<file path="src/rtl/vending_pkg.sv">
// Encodings shared by the coin front end and the vending FSM so both sides
// decode the coin bus identically.
package vending_pkg;

    typedef enum logic [1:0] {
        COIN_NONE = 2'b00,
        COIN_5    = 2'b01,
        COIN_10   = 2'b10
    } coin_t;

    typedef enum logic [2:0] {
        ST_IDLE     = 3'd0,
        ST_FIVE     = 3'd1,
        ST_TEN      = 3'd2,
        ST_FIFTEEN  = 3'd3,
        ST_DISPENSE = 3'd4
    } vend_state_t;

endpackage

</file>
<file path="src/rtl/coin_acceptor_if.sv">
// Sensor inputs, candy hold and the coin bus between the acceptor and its user.
interface coin_acceptor_if #(
    parameter int FIFO_DEPTH = 4
);
    import vending_pkg::*;

    logic                        sense_nickel;
    logic                        sense_dime;
    logic                        candy;
    coin_t                       coin;
    logic                        coin_reject;
    logic [$clog2(FIFO_DEPTH):0] fifo_count;

    modport master (
        output sense_nickel, sense_dime, candy,
        input  coin, coin_reject, fifo_count
    );

    modport slave (
        input  sense_nickel, sense_dime, candy,
        output coin, coin_reject, fifo_count
    );

endinterface

</file>
<file path="src/rtl/coin_debounce.sv">
// Two-flop synchronizer plus counting debouncer; rise pulses for one cycle
// when the debounced level goes 0->1.
module coin_debounce #(
    parameter int DEBOUNCE_CYCLES = 4
) (
    input  logic clk,
    input  logic rst,
    input  logic raw,
    output logic level,
    output logic rise
);

    localparam logic [7:0] CNT_LAST = 8'(DEBOUNCE_CYCLES - 1);

    logic       sync1;
    logic       s;
    logic [7:0] cnt;

    always_ff @(posedge clk) begin
        if (rst) begin
            sync1 <= 1'b0;
            s     <= 1'b0;
            level <= 1'b0;
            cnt   <= '0;
            rise  <= 1'b0;
        end else begin
            sync1 <= raw;
            s     <= sync1;
            rise  <= 1'b0;
            if (s != level) begin
                // the differing sample now seen is the Nth in a row
                if (cnt == CNT_LAST) begin
                    level <= s;
                    cnt   <= '0;
                    rise  <= s;
                end else begin
                    cnt <= cnt + 8'd1;
                end
            end else begin
                cnt <= '0;
            end
        end
    end

endmodule

</file>
<file path="src/rtl/coin_acceptor.sv">
// Debounces the nickel/dime sensors, resolves coin events and queues them in
// a small FIFO that is drained one coin per cycle unless candy holds it.
module coin_acceptor
    import vending_pkg::*;
#(
    parameter int DEBOUNCE_CYCLES = 4,
    parameter int FIFO_DEPTH      = 4
) (
    input  logic             clk,
    input  logic             rst,
    coin_acceptor_if.slave   bus
);

    localparam int AW = $clog2(FIFO_DEPTH);
    localparam int CW = AW + 1;

    logic          rise_n;
    logic          rise_d;
    coin_t         mem [FIFO_DEPTH];
    logic [AW-1:0] wptr;
    logic [AW-1:0] rptr;
    logic [CW-1:0] count;
    logic          reject_q;

    logic          empty;
    logic          full;
    logic          pop;
    logic          push;
    logic          jam;
    logic          accept;
    logic          overflow;
    coin_t         push_code;

    coin_debounce #(.DEBOUNCE_CYCLES(DEBOUNCE_CYCLES)) u_nickel (
        .clk   (clk),
        .rst   (rst),
        .raw   (bus.sense_nickel),
        .level (),
        .rise  (rise_n)
    );

    coin_debounce #(.DEBOUNCE_CYCLES(DEBOUNCE_CYCLES)) u_dime (
        .clk   (clk),
        .rst   (rst),
        .raw   (bus.sense_dime),
        .level (),
        .rise  (rise_d)
    );

    always_comb begin
        empty     = (count == '0);
        full      = (count == CW'(FIFO_DEPTH));
        pop       = !empty && !bus.candy;
        jam       = rise_n && rise_d;
        push      = rise_n ^ rise_d;
        push_code = rise_d ? COIN_10 : COIN_5;
        // a pop in the same cycle frees the slot a full FIFO needs
        accept    = push && (!full || pop);
        overflow  = push && full && !pop;
    end

    always_ff @(posedge clk) begin
        if (accept && !rst) begin
            mem[wptr] <= push_code;
        end
    end

    always_ff @(posedge clk) begin
        if (rst) begin
            wptr     <= '0;
            rptr     <= '0;
            count    <= '0;
            reject_q <= 1'b0;
        end else begin
            if (accept) begin
                wptr <= wptr + 1'b1;
            end
            if (pop) begin
                rptr <= rptr + 1'b1;
            end
            case ({accept, pop})
                2'b10:   count <= count + 1'b1;
                2'b01:   count <= count - 1'b1;
                default: count <= count;
            endcase
            reject_q <= jam || overflow;
        end
    end

    assign bus.coin        = pop ? mem[rptr] : COIN_NONE;
    assign bus.coin_reject = reject_q;
    assign bus.fifo_count  = count;

endmodule
</file>
<file path="src/flat_wrapper.sv">
// flat-port wrapper written by rule: the top's interface ports become plain ports
module coin_acceptor_flat import vending_pkg::*;
#(
    parameter int DEBOUNCE_CYCLES = 4,
    parameter int FIFO_DEPTH      = 4
)
  (clk, rst, bus_sense_nickel, bus_sense_dime, bus_candy, bus_coin, bus_coin_reject, bus_fifo_count);
  coin_acceptor_if #(.FIFO_DEPTH(FIFO_DEPTH)) bus_i ();
  input  logic clk;
  input  logic rst;
  input wire logic [$bits(bus_i.sense_nickel)-1:0] bus_sense_nickel;
  input wire logic [$bits(bus_i.sense_dime)-1:0] bus_sense_dime;
  input wire logic [$bits(bus_i.candy)-1:0] bus_candy;
  output wire logic [$bits(bus_i.coin)-1:0] bus_coin;
  output wire logic [$bits(bus_i.coin_reject)-1:0] bus_coin_reject;
  output wire logic [$bits(bus_i.fifo_count)-1:0] bus_fifo_count;
  assign bus_i.sense_nickel = bus_sense_nickel;
  assign bus_i.sense_dime = bus_sense_dime;
  assign bus_i.candy = bus_candy;
  assign bus_coin = bus_i.coin;
  assign bus_coin_reject = bus_i.coin_reject;
  assign bus_fifo_count = bus_i.fifo_count;
  coin_acceptor #(.DEBOUNCE_CYCLES(DEBOUNCE_CYCLES), .FIFO_DEPTH(FIFO_DEPTH)) u_core (.clk(clk), .rst(rst), .bus(bus_i));
endmodule
</file>
<file path="config.mk">
export PLATFORM = sky130hd
export DESIGN_NAME = coin_acceptor_flat
export DESIGN_NICKNAME = d
export VERILOG_FILES = /design/src/rtl/vending_pkg.sv /design/src/rtl/coin_acceptor_if.sv /design/src/rtl/coin_debounce.sv /design/src/rtl/coin_acceptor.sv /design/src/flat_wrapper.sv
export SDC_FILE = /design/constraint.sdc
export NUM_CORES = 1
export LEC_CHECK = 0
export ABC_AREA = 1
export CAP_MARGIN = 10
export CORE_ASPECT_RATIO = 1.25
export CORE_MARGIN = 2
export CORE_UTILIZATION = 50
export DETAILED_ROUTE_END_ITERATION = 16
export HOLD_SLACK_MARGIN = 0.02
export PLACE_DENSITY = 0.73
export SYNTH_ARGS = -nofsm -noshare
export SYNTH_HDL_FRONTEND = slang
export SYNTH_SLANG_ARGS = --single-unit
</file>
<file path="constraint.sdc">
create_clock -name clk -period 2.8 [get_ports clk]
set_input_delay 0.56 -clock clk [delete_from_list [all_inputs] [get_ports clk]]
set_output_delay 0.56 -clock clk [all_outputs]
set_load 0.005 [all_outputs]
</file>
==> results.md <==
- Most common cell after layout, fill and taps aside: inv_1
- Combinational share of power: 18.2%
- Peak Freq: 417 MHz
- Root Driver: clkbuf_8
- Crit path from: bus_candy
- DRC viols: 1
- CP max FO: 4
- Postcts setup bufs: 0
- Initial core utilization: 51.2%
- Syn nets: 230
- Internal: 0.000964 W
- Post-route clock period utilization: 85.7%
- Core Area: 3690 um2
- Total CTS buffers: 5
- Slew Viols, Final: 0
- Violated checks: DRC
- Worst Path Arrival: 1.84 ns
- Inserted Diodes: 0
- First-pass GRT wire length: 4770 um
- Setup Skew: 0.00385 ns
- Vias/cell: 4.89
- Synth area leaders: dfxtp_1 36%, edfxtp_1 13%, inv_1 7.2%
- Cells after Synth: 217
- Post-synthesis register bit count: 42
- Die width: 59.0 um
- Critical Path End Type: output port
- H-tree level count: 2
- Post_cts resized: 0
- Worst slew pin tran: 0.288 ns
- Pwr Density: 626 nW/um2
- Number of core rows: 25
- Mean post-synth cell area: 8.71 um2
- GRT Total Usage: 14.8%
- Initial antenna violation count: 0
- Top layer in use: met4
- Max Cap Violations: 0
- Net Sw Frac: 27.2%
- Die Ht: 72.7 um
- 1st-iter DRT viols: 33
- Routed wl met3: 95 um
- Largest net degree at the start of global routing: 13
- DRT met1 WL: 1130 um
- Grt total ovfl: 0
- Leading cell types in the layout, fill and taps excluded: 36 x inv_1, 35 x nor2_1, 34 x dfxtp_1
- Drt first pass iters: 10
- Number of global-route vias before repair: 1,214
- HPWL Detailed: 2040 um
- Vias: 1,335
- CP Class: input port to output port
- Endpoints failing setup: 0
- Ports: 11
- Worst Reg2Reg Path Length in Cells: 9
- CTS sink cnt: 42
- Final Hold Viols: 0
- Post-synthesis sequential area ratio: 48.7%
- Met2 wire len: 1410 um
- Setup TNS: 0 ns
- Leakage: 0.798 nW
- Layout cells sized above 1: 17.2%
- Antenna Nets Post-Route: 0
- Peak supply drop: 0.299 mV
- Area grow syn2layout: 12.1%
- Status: finished, violations left
- Worst reg2reg path startpoint: u_core.u_dime.rise
- Port Buf Inserts: 10
- Worst setup path end: bus_coin[1]
- Placer Congestion: 0.770
- Die ar.: 4290 um2
- Clk slew on worst S/H paths: 0.07 ns
- Ys Warns: 0
- Psw: 0.000361 W
- Clk pwr share: 29.6%
- Clk_lat worst skew: 0.29 ns
- TritonCTS clock tree: built
- Hold_buf cts: 0
- Drt total wl: 2710 um
- RSZ-0062 raised after global routing: false
- Sequential share of power: 52.1%
- Final nets: 245
- Mapped Area: 1890 um2
- Yosys cell types: 30
- R2r endpoint: u_core.bus.fifo_count[2]
- Rel. slew slack: 80.8%
- Post-layout min period: 2.40 ns
- Worst Path Required: 2.24 ns
- Post-synth top area share: 36.0%
- Clk buf depth: 2
- Fillers: 351
- FF-to-FF setup slack: 1.00 ns
- Cell type with the largest total area after synthesis: dfxtp_1
- Mean routed wirelength per cell: 9.91 um
- CP Launch Type: input port
- Post-layout util: 57.4%
- HP Class: register to register
[worst min-delay path by stage]
stage,startpoint,endpoint,slack [ns],cells past startpoint
after floorplan,u_core.u_dime.sync1,u_core.u_dime.s,0.39,2
after global placement,u_core.u_nickel.sync1,u_core.u_nickel.s,0.39,2
after detailed placement,u_core.u_dime.sync1,u_core.u_dime.s,0.40,2
after CTS,u_core.u_dime.sync1,u_core.u_dime.s,0.40,2
after global routing,u_core.u_nickel.sync1,u_core.u_nickel.s,0.44,2
final,u_core.u_dime.sync1,u_core.u_dime.s,0.40,2
[per-layer routing]
metal	up-vias	GRT usage (%)
met5	-	0
met4	0	7.58
met3	5	5.32
met2	14	25.9
met1	603	15.3
li1	713	-
[flip-flops by register name (all words and copies together), names as in the netlist, named ones only]
register and flops:
u_core.bus.coin_reject 1, u_core.bus.fifo_count 3, u_core.mem 8, u_core.rptr 2, u_core.u_dime.cnt 8, u_core.u_dime.level 1, u_core.u_dime.rise 1, u_core.u_dime.s 1
u_core.u_dime.sync1 1, u_core.u_nickel.cnt 8, u_core.u_nickel.level 1, u_core.u_nickel.rise 1, u_core.u_nickel.s 1, u_core.u_nickel.sync1 1, u_core.wptr 2
[synth_stat cells]
cell type / number
dfxtp_1: 34
nand2_4: 2
a21oi_2: 5
buf_2: 1
nor2_1: 35
xor2_1: 5
nor3_1: 1
nor3_2: 2
o21ai_0: 8
nand4_1: 5
o21ai_1: 1
nand2_2: 3
clkinv_2: 1
nand3_1: 11
edfxtp_1: 8
inv_2: 5
nor2_2: 4
inv_1: 36
nand3_2: 4
or2_2: 3
nor2_4: 1
nand4_2: 1
nand2_1: 17
o21a_1: 1
ha_1: 7
buf_4: 1
fa_1: 1
nor3_4: 2
nor4_1: 1
a21oi_1: 11
[area by class of cell]
| cell class | instances | area, um2 | area share (%) |
|---|---|---|---|
| Multi-Input combinational cell | 131 | 797 | 37.6 |
| Clock buffer | 7 | 86.3 | 4.08 |
| Sequential cell | 42 | 921 | 43.5 |
| Tap cell | 40 | 50.0 | 2.36 |
| Inverter | 42 | 159 | 7.50 |
| Timing Repair Buffer | 10 | 100 | 4.73 |
| Clock inverter | 1 | 5.00 | 0.236 |
[stage by stage]
| stage | std cells | hold WS [ns] | setup slack, ns | cell area [um2] | total power [W] |
|---|---|---|---|---|---|
| 2_1_floorplan | 217 | 0.388 | 1.15 | 1890 | 0.000856 |
| 3_3_place_gp | 265 | 0.389 | 0.439 | 2030 | 0.000943 |
| 3_5_place_dp | 265 | 0.395 | 0.388 | 2030 | 0.000950 |
| 4_1_cts | 273 | 0.402 | 0.382 | 2120 | 0.00135 |
| 5_1_grt | 273 | 0.441 | 0.333 | 2120 | 0.00140 |
| 6_report | 273 | 0.401 | 0.401 | 2120 | 0.00133 |
[critical path, cell delays in order]
cell and delay, ns:
clkdlybuf4s50_1 0.44, inv_1 0.12, nand2_4 0.08, a21oi_1 0.12
clkdlybuf4s50_1 0.51
[power groups by stage]
| stage | Clock, W | Combinational, W | Sequential (W) |
|---|---|---|---|
| after detailed placement | 0 | 0.000245 | 0.000706 |
| after floorplan | 0 | 0.000156 | 0.000699 |
| final | 0.000393 | 0.000242 | 0.000691 |
| after CTS | 0.000411 | 0.000246 | 0.000692 |
| after global routing | 0.000434 | 0.000270 | 0.000698 |
| after global placement | 0 | 0.000237 | 0.000706 |
[cell families (layout without fill, tap and decap cells)]
| logic type | Yosys count | after routing | synth area share [%] |
|---|---|---|---|
| AOI/OAI and AO/OA | 26 | 26 | 8.01 |
| xor gates and xnor gates | 5 | 5 | 2.32 |
| adders and majority gates | 8 | 8 | 5.70 |
| buffers and inverters | 44 | 60 | 9.07 |
| DFF | 42 | 42 | 48.7 |
| and+or+nand+nor | 92 | 92 | 26.2 |
No activity file was read; power rests on OpenSTA's default activity.
